$ cat config.mk
export PLATFORM = sky130hd
export DESIGN_NAME = hazard_stall_unit
export DESIGN_NICKNAME = d
export VERILOG_FILES = /design/src/rtl/hazard_stall_unit.sv
export SDC_FILE = /design/constraint.sdc
export NUM_CORES = 1
export LEC_CHECK = 0
export CAP_MARGIN = 20
export CORE_UTILIZATION = 50
export DETAILED_ROUTE_END_ITERATION = 8
export PLACE_DENSITY = 0.82
export SYNTH_ARGS = -nofsm -noshare
export SYNTH_HDL_FRONTEND = slang
export SYNTH_SLANG_ARGS = --single-unit
$ cat constraint.sdc
create_clock -name clk -period 5.9 [get_ports clk]
set_input_delay 0.885 -clock clk [delete_from_list [all_inputs] [get_ports clk]]
set_output_delay 0.885 -clock clk [all_outputs]
set_load 0.05 [all_outputs]
$ cat src/rtl/hazard_stall_unit.sv
// RAW/branch hazard stall unit with a shift-register scoreboard of in-flight destinations.
// Optional feature macro: HAZARD_FORWARD_EN (EX/MEM forwarding present, load-use stalls only).
module hazard_stall_unit #(
  parameter int REG_ADDR_W = 5,
  parameter int PIPE_DEPTH = 3,
  parameter int WB_BYPASS  = 1
) (
  input  logic                  clk,
  input  logic                  rst,
  input  logic                  cpu_en,
  input  logic                  id_usesRs,
  input  logic                  id_usesRt,
  input  logic [REG_ADDR_W-1:0] id_rsAddr,
  input  logic [REG_ADDR_W-1:0] id_rtAddr,
  input  logic                  id_ifWriteRegsFile,
  input  logic [REG_ADDR_W-1:0] id_registerWriteAddress,
  input  logic                  id_memOutOrAluOutWriteBackToRegFile,
  input  logic                  ex_shouldJumpOrBranch,
  output logic                  id_shouldStall,
  output logic                  pc_hold,
  output logic                  ifid_flush,
  output logic [15:0]           stall_cycles
);

`ifdef HAZARD_FORWARD_EN
  localparam bit FWD_EN = 1'b1;
`else
  localparam bit FWD_EN = 1'b0;
`endif
  // Only slots that can still cause a stall are tracked; later slots are covered by
  // forwarding or by the write-before-read register file.
  localparam int TRACK = FWD_EN ? 1 : (PIPE_DEPTH - WB_BYPASS);

  logic [TRACK-1:0]                 slotValid_r;
  logic [TRACK-1:0]                 slotLoad_r;
  logic [TRACK-1:0][REG_ADDR_W-1:0] slotAddr_r;
  logic [15:0]                      stallCnt_r;
  logic                             raw_s;
  logic                             branch_s;
  logic                             bubble_s;
  logic                             wrValid_s;

  function automatic logic regHit(
    input logic [REG_ADDR_W-1:0]            a,
    input logic [TRACK-1:0]                 v,
    input logic [TRACK-1:0]                 ld,
    input logic [TRACK-1:0][REG_ADDR_W-1:0] ad
  );
    logic h;
    h = 1'b0;
    for (int i = 0; i < TRACK; i++) begin
      if (v[i] && (ad[i] == a) && (ld[i] || !FWD_EN)) begin
        h = 1'b1;
      end else begin
        h = h;
      end
    end
    return h && (a != {REG_ADDR_W{1'b0}});
  endfunction

  // Hazard detection and pipeline control; branch wins over a simultaneous RAW.
  always_comb begin
    raw_s          = 1'b0;
    branch_s       = ex_shouldJumpOrBranch;
    bubble_s       = 1'b0;
    wrValid_s      = 1'b0;
    id_shouldStall = 1'b0;
    pc_hold        = 1'b0;
    ifid_flush     = 1'b0;
    raw_s = (id_usesRs && regHit(id_rsAddr, slotValid_r, slotLoad_r, slotAddr_r)) ||
            (id_usesRt && regHit(id_rtAddr, slotValid_r, slotLoad_r, slotAddr_r));
    bubble_s  = raw_s || branch_s;
    wrValid_s = id_ifWriteRegsFile && (id_registerWriteAddress != {REG_ADDR_W{1'b0}}) && !bubble_s;
    if (rst) begin
      id_shouldStall = 1'b0;
      pc_hold        = 1'b0;
      ifid_flush     = 1'b0;
    end else begin
      id_shouldStall = bubble_s;
      pc_hold        = raw_s && !branch_s;
      ifid_flush     = branch_s;
    end
  end

  // Scoreboard shift register, advancing with the pipeline registers.
  always_ff @(posedge clk) begin
    if (rst) begin
      slotValid_r <= {TRACK{1'b0}};
      slotLoad_r  <= {TRACK{1'b0}};
      slotAddr_r  <= {(TRACK*REG_ADDR_W){1'b0}};
    end else if (cpu_en) begin
      for (int i = 1; i < TRACK; i++) begin
        slotValid_r[i] <= slotValid_r[i-1];
        slotLoad_r[i]  <= slotLoad_r[i-1];
        slotAddr_r[i]  <= slotAddr_r[i-1];
      end
      slotValid_r[0] <= wrValid_s;
      slotLoad_r[0]  <= wrValid_s && id_memOutOrAluOutWriteBackToRegFile;
      slotAddr_r[0]  <= wrValid_s ? id_registerWriteAddress : {REG_ADDR_W{1'b0}};
    end else begin
      slotValid_r <= slotValid_r;
      slotLoad_r  <= slotLoad_r;
      slotAddr_r  <= slotAddr_r;
    end
  end

  // Saturating count of cycles lost to RAW stalls (branch flushes are not counted).
  always_ff @(posedge clk) begin
    if (rst) begin
      stallCnt_r <= 16'h0000;
    end else if (cpu_en && raw_s && !branch_s && (stallCnt_r != 16'hFFFF)) begin
      stallCnt_r <= stallCnt_r + 16'h0001;
    end else begin
      stallCnt_r <= stallCnt_r;
    end
  end

  assign stall_cycles = stallCnt_r;

endmodule

Yosys cells after proc, flatten, opt, wreduce, memory -nomap -nowiden
Cells that the tools add are included.
{ "word_totals": {"ff_bits": 28, "elab_cells": 39, "inputBits": 23, "out_inout_bits": 19} }
{ "classes": {"addsub": 1, "muxes": 8, "n_reduce_logical": 21, "eq_ne": 5} }
{ "ops": {"columns": ["cell", "count"], "rows": [
  ["$eq A5 B5 Y1", 4],
  ["$add A16 B1 Y16 const B", 1],
  ["$ne A16 B16 Y1 const B", 1],
  ["$reduce_bool A5 Y1", 3],
  ["$logic_and A1 B1 Y1", 14],
  ["$mux W1", 7],
  ["$mux W5", 1],
  ["$logic_not A1 Y1", 2],
  ["$logic_or A1 B1 Y1", 2]
]} }

Longest topological paths before layout
{ "depth": {"word_depth": 11, "depth_mapped": 8} }

Worst setup path before layout
Ideal clock, no wire load.
{ "synth_path": {"path_kind": "input port to output port", "start": "input id_rtAddr[4]", "end": "output pc_hold", "cell_stages": 7, "arrival_ns": 3.004, "t_required_ns": 5.015, "path_slack_ns": 2.011, "path_buffers": 2, "path_cell_list": "xor2_1 nor4_2 a32oi_1 o22a_1 buf_6 buf_2 nor3_1"} }
{ "synth_between": {"elab_chain_len": 9, "word_cells_on_any_way": 12, "classes_between": "eq/ne: 2; mux: 3; reduce/logical: 7"} }
{ "synth_rtl": {"columns": ["element", "line_no", "rtl"], "rows": [
  ["start: declaration", "14", "input logic [REG_ADDR_W-1:0] id_rtAddr,"],
  ["$eq A5 B5 Y1", "52", "if (v[i] && (ad[i] == a) && (ld[i] || !FWD_EN)) begin"],
  ["$logic_and A1 B1 Y1", "52", null],
  ["$mux W1 (2 in a row)", "52", null],
  ["$logic_and A1 B1 Y1 (*)", "58", "return h && (a != {REG_ADDR_W{1'b0}});"],
  ["$logic_and A1 B1 Y1 (*)", "71", "(id_usesRt && regHit(id_rtAddr, slotValid_r, slotLoad_r, slotAddr_r));"],
  ["$logic_or A1 B1 Y1 (*)", "70", "raw_s = (id_usesRs && regHit(id_rsAddr, slotValid_r, slotLoad_r, slotAddr_r)) ||"],
  ["$logic_and A1 B1 Y1 (*)", "80", "pc_hold = raw_s && !branch_s;"],
  ["$mux W1 (*)", "74", "if (rst) begin"],
  ["end: declaration", "20", "output logic pc_hold,"]
]} }
Every way passes the cells marked *; elsewhere a longest branch is shown, timed or not.

Worst setup path after layout
{ "layout_path": {"start": "input id_rtAddr[1]", "end": "output id_shouldStall"} }
{ "layout_between": {"elab_chain_len": 9, "word_cells_on_any_way": 12, "classes_between": "eq/ne: 2; mux: 3; reduce/logical: 7"} }
{ "layout_rtl": {"columns": ["element", "line_no", "rtl"], "rows": [
  ["$eq A5 B5 Y1", "52", null],
  ["$logic_and A1 B1 Y1", "52", null],
  ["$mux W1 (2 in a row)", "52", null],
  ["$logic_and A1 B1 Y1 (*)", "58", null],
  ["$logic_and A1 B1 Y1 (*)", "71", null],
  ["$logic_or A1 B1 Y1 (*)", "70", null],
  ["$logic_or A1 B1 Y1 (*)", "72", "bubble_s = raw_s || branch_s;"],
  ["$mux W1 (*)", "74", null],
  ["end: declaration", "19", "output logic id_shouldStall,"]
]} }
Marks and branches as above.

==> impl_metrics.prom <==
# TYPE chip_impl_metric gauge
chip_impl_info{name="setup.worst_path.end_class",value="primary output"} 1
chip_impl_metric{name="layout_worst_path_cycle_share",unit=""} 0.732
chip_impl_metric{name="fin_worst_hold_slack",unit="ns"} 0.500
chip_impl_metric{name="port_buffers",unit=""} 40
chip_impl_metric{name="p_leak",unit="nW"} 0.691
chip_impl_metric{name="cts-resized-gates",unit=""} 0
chip_impl_metric{name="finalNetCount",unit=""} 249
chip_impl_metric{name="number_of_storage_elements_in_the_synthesis_netlist",unit=""} 28
chip_impl_metric{name="die_area",unit="um^2"} 3430
chip_impl_metric{name="grt_max_degree",unit=""} 34
chip_impl_metric{name="holdBufCountCts",unit=""} 0
chip_impl_metric{name="number_of_antenna_violations_at_the_first_check_in_global_routing",unit=""} 0
chip_impl_metric{name="worst_setup_hold_path_clk_slew",unit="ns"} 0.13
chip_impl_metric{name="detailed_place_hpwl",unit="um"} 2800
chip_impl_metric{name="globalRoute.totalOverflow",unit=""} 0
chip_impl_metric{name="asyncSetResetFlopFracSynth",unit=""} 0
chip_impl_metric{name="timing.final.max_slew_violations",unit=""} 0
chip_impl_info{name="synthFlopType",value="sky130_fd_sc_hd__dfxtp_1"} 1
chip_impl_metric{name="maxCapViolCount",unit=""} 0
chip_impl_info{name="hold_path_class",value="register to register"} 1
chip_impl_metric{name="ant_nets",unit=""} 0
chip_impl_metric{name="final_hold_viol_count",unit=""} 0
chip_impl_metric{name="avgViaCountPerCell",unit=""} 5.91
chip_impl_metric{name="detail_route.first_pass.iterations",unit=""} 4
chip_impl_metric{name="pwr_density_cell",unit="nW/um^2"} 155
chip_impl_metric{name="worstPathMaxFanout",unit=""} 32
chip_impl_metric{name="number_of_global_route_vias_before_repair",unit=""} 1395
chip_impl_info{name="run_status",value="complete, no violations"} 1
chip_impl_metric{name="worstPathArrival",unit="ns"} 3.43
chip_impl_metric{name="die_width",unit="um"} 58.6
chip_impl_metric{name="placementRows",unit=""} 20
chip_impl_metric{name="cts_max_path_buffers",unit=""} 2
chip_impl_metric{name="final-setup-viol-count",unit=""} 0
chip_impl_metric{name="final_core_utilization",unit=""} 0.671
chip_impl_metric{name="synth_enable_flop_cells",unit=""} 0
chip_impl_metric{name="max-slew-margin-rel",unit=""} 0.618
chip_impl_metric{name="initial_cell_density_of_the_core",unit=""} 0.525
chip_impl_metric{name="mean_post_synth_cell_area",unit="um^2"} 8.56
chip_impl_metric{name="p_sw_frac",unit=""} 0.250
chip_impl_metric{name="timing.fmax",unit="MHz"} 232
chip_impl_metric{name="dr_total_vias",unit=""} 1579
chip_impl_metric{name="cts.sinks",unit=""} 28
chip_impl_metric{name="drt_wl_total",unit="um"} 3800
chip_impl_metric{name="p_seq_frac",unit=""} 0.610
chip_impl_info{name="path_class",value="primary input to primary output"} 1
chip_impl_metric{name="synth.yosys.seq_area_share",unit=""} 0.350
chip_impl_metric{name="measured_slew_at_the_worst_slew_check_pin",unit="ns"} 0.571
chip_impl_metric{name="power_report.internal_total",unit="W"} 0.000237
chip_impl_metric{name="worst-r2r-setup-slack",unit="ns"} 3.72
chip_impl_metric{name="power.clock.fraction",unit=""} 0.246
chip_impl_metric{name="grt_usage",unit=""} 0.233
chip_impl_metric{name="postSynthNetCount",unit=""} 211
chip_impl_info{name="rsz0062_at_grt",value="false"} 1
chip_impl_metric{name="io-pin-count",unit=""} 42
chip_impl_metric{name="synthesis.yosys.warnings",unit=""} 0
chip_impl_info{name="cell_at_the_root_of_the_clock_tree",value="sky130_fd_sc_hd__clkbuf_4"} 1
chip_impl_info{name="tritoncts",value="yes"} 1
chip_impl_metric{name="final_critical_path_time_including_i_o_delays_and_setup",unit="ns"} 4.32
chip_impl_metric{name="antenna_cells",unit=""} 0
chip_impl_metric{name="relative_contribution_of_combinational_cells_to_total_power",unit=""} 0.144
chip_impl_metric{name="core_area",unit="um^2"} 3050
chip_impl_metric{name="setup-tns-final",unit="ns"} 0
chip_impl_metric{name="synthToLayoutAreaGrowth",unit="%"} 28.0
chip_impl_metric{name="grt_first_pass_wirelength",unit="um"} 6160
chip_impl_metric{name="remaining_drc_errors",unit=""} 0
chip_impl_metric{name="post-cts-setup-buffers",unit=""} 0
chip_impl_metric{name="post_synth_inst_count",unit=""} 187
chip_impl_metric{name="worst_skew_pair.late_latency",unit="ns"} 0.34
chip_impl_metric{name="finalClockSkew",unit="ns"} 0.0128
chip_impl_metric{name="post_synth_instance_area",unit="um^2"} 1600
chip_impl_metric{name="detail_route.iter0.violations",unit=""} 56
chip_impl_metric{name="worst_ep_required_time",unit="ns"} 5.02
chip_impl_metric{name="p_total",unit="W"} 0.000317
chip_impl_metric{name="p_switching",unit="W"} 0.0000792
chip_impl_metric{name="power.ir.vdd_worst",unit="mV"} 0.100
chip_impl_info{name="final_cell_mix",value="40 x sky130_fd_sc_hd__clkdlybuf4s50_1, 28 x sky130_fd_sc_hd__dfxtp_1, 22 x sky130_fd_sc_hd__a21oi_1, 16 x sky130_fd_sc_hd__xor2_1, 13 x sky130_fd_sc_hd__nor2_1"} 1
chip_impl_metric{name="die_h",unit="um"} 58.6
chip_impl_metric{name="numCtsBuffers",unit=""} 3
chip_impl_metric{name="route.detailed.wl_per_inst",unit="um"} 14.2
chip_impl_info{name="layout.cells.most_common",value="sky130_fd_sc_hd__clkdlybuf4s50_1"} 1
chip_impl_info{name="critPathLaunchType",value="primary input"} 1
chip_impl_metric{name="ys_types",unit=""} 36
chip_impl_metric{name="h-tree-depth",unit=""} 1
chip_impl_metric{name="layout-drive-gt1-share",unit=""} 0.0448
chip_impl_metric{name="place_congestion",unit=""} 0.840
kinds of logic (layout without fill, tap and decap cells):
logic type / count (synthesis) / in the layout / synth area share
DFF: 28 / 28 / 0.350
AOI/OAI and AO/OA: 44 / 44 / 0.181
and+or+nand+nor: 75 / 75 / 0.267
adders and majority gates: 1 / 1 / 0.00781
muxes: 8 / 8 / 0.0516
xor gates and xnor gates: 20 / 20 / 0.109
buffers and inverters: 11 / 47 / 0.0328
layer usage:
metal  vias up  global-route usage  part of all wire
met1       745               0.318              0.46
met5         -                   0                 0
met4         0              0.0850             0.014
met2        50               0.376              0.47
li1        779                   -                 -
met3         5              0.0352             0.046
worst max-delay path, cell delays in order:
cell and delay [ns]:
sky130_fd_sc_hd__clkdlybuf4s50_1 0.47, sky130_fd_sc_hd__or4_1 0.54, sky130_fd_sc_hd__o21ai_0 0.24, sky130_fd_sc_hd__o22a_1 0.19, sky130_fd_sc_hd__buf_4 0.27, sky130_fd_sc_hd__a21oi_1 0.11, sky130_fd_sc_hd__clkdlybuf4s50_1 0.71
through the flow:
| stage | instance area, um^2 | std cells | worst slack [ns] |
|---|---|---|---|
| finish | 2050 | 267 | 1.58 |
| global route | 2050 | 267 | 1.48 |
| CTS | 2050 | 267 | 1.57 |
| detailed placement | 2030 | 264 | 1.58 |
| global placement | 2030 | 264 | 1.65 |
| floorplan | 1600 | 187 | 2.01 |
power groups by stage:
stage	Sequential (W)	Clock, W	Combinational, W
3_5_place_dp	0.000197	0	0.0000454
5_1_grt	0.000193	0.0000914	0.0000490
3_3_place_gp	0.000197	0	0.0000439
2_1_floorplan	0.000196	0	0.0000224
6_report	0.000193	0.0000779	0.0000457
4_1_cts	0.000193	0.0000822	0.0000456
final cells by class:
class	count	area [um^2]
multi-input combinational	148	988
fill	270	1000
tap	44	55.1
sequential	28	561
clock buffer	3	22.5
timing repair buffer	42	415
inverter	2	7.51
synthesized netlist by cell type (all sizes together), types with 2 or more instances:
cell type  instances  area (um^2)
xor2              16          140
nand4              9         56.3
nand2b             5         31.3
nand2              7         26.3
inv                2         7.51
dfxtp             28          561
and3               3         18.8
buf                6         33.8
nand3             11         55.1
nor2              13         48.8
mux2i              6         60.1
o31ai             10         75.1
clkbuf             3         11.3
xnor2              4         35.0
nor4               4         31.3
and2               2         12.5
a21oi             22          110
o21ai              4         20.0
or4               12         90.1
a32oi              2         17.5
mux2               2         22.5
nor3               2         10.0
nor2b              4         25.0
final timing paths:
check,start,end,depth (start not counted)
worst max-delay path,id_rtAddr[1],id_shouldStall,7
worst min-delay path,stall_cycles[11],stall_cycles[11],2
worst max register to register,slotAddr_r[4],stall_cycles[12],7
worst min register to register,stall_cycles[11],stall_cycles[11],2
flip-flops by register name, summed over array words and instances (netlist names):
| name | flops |
|---|---|
| slotAddr_r | 10 |
| stall_cycles | 16 |
| slotValid_r | 2 |
Power figures use the tool's default switching activity.
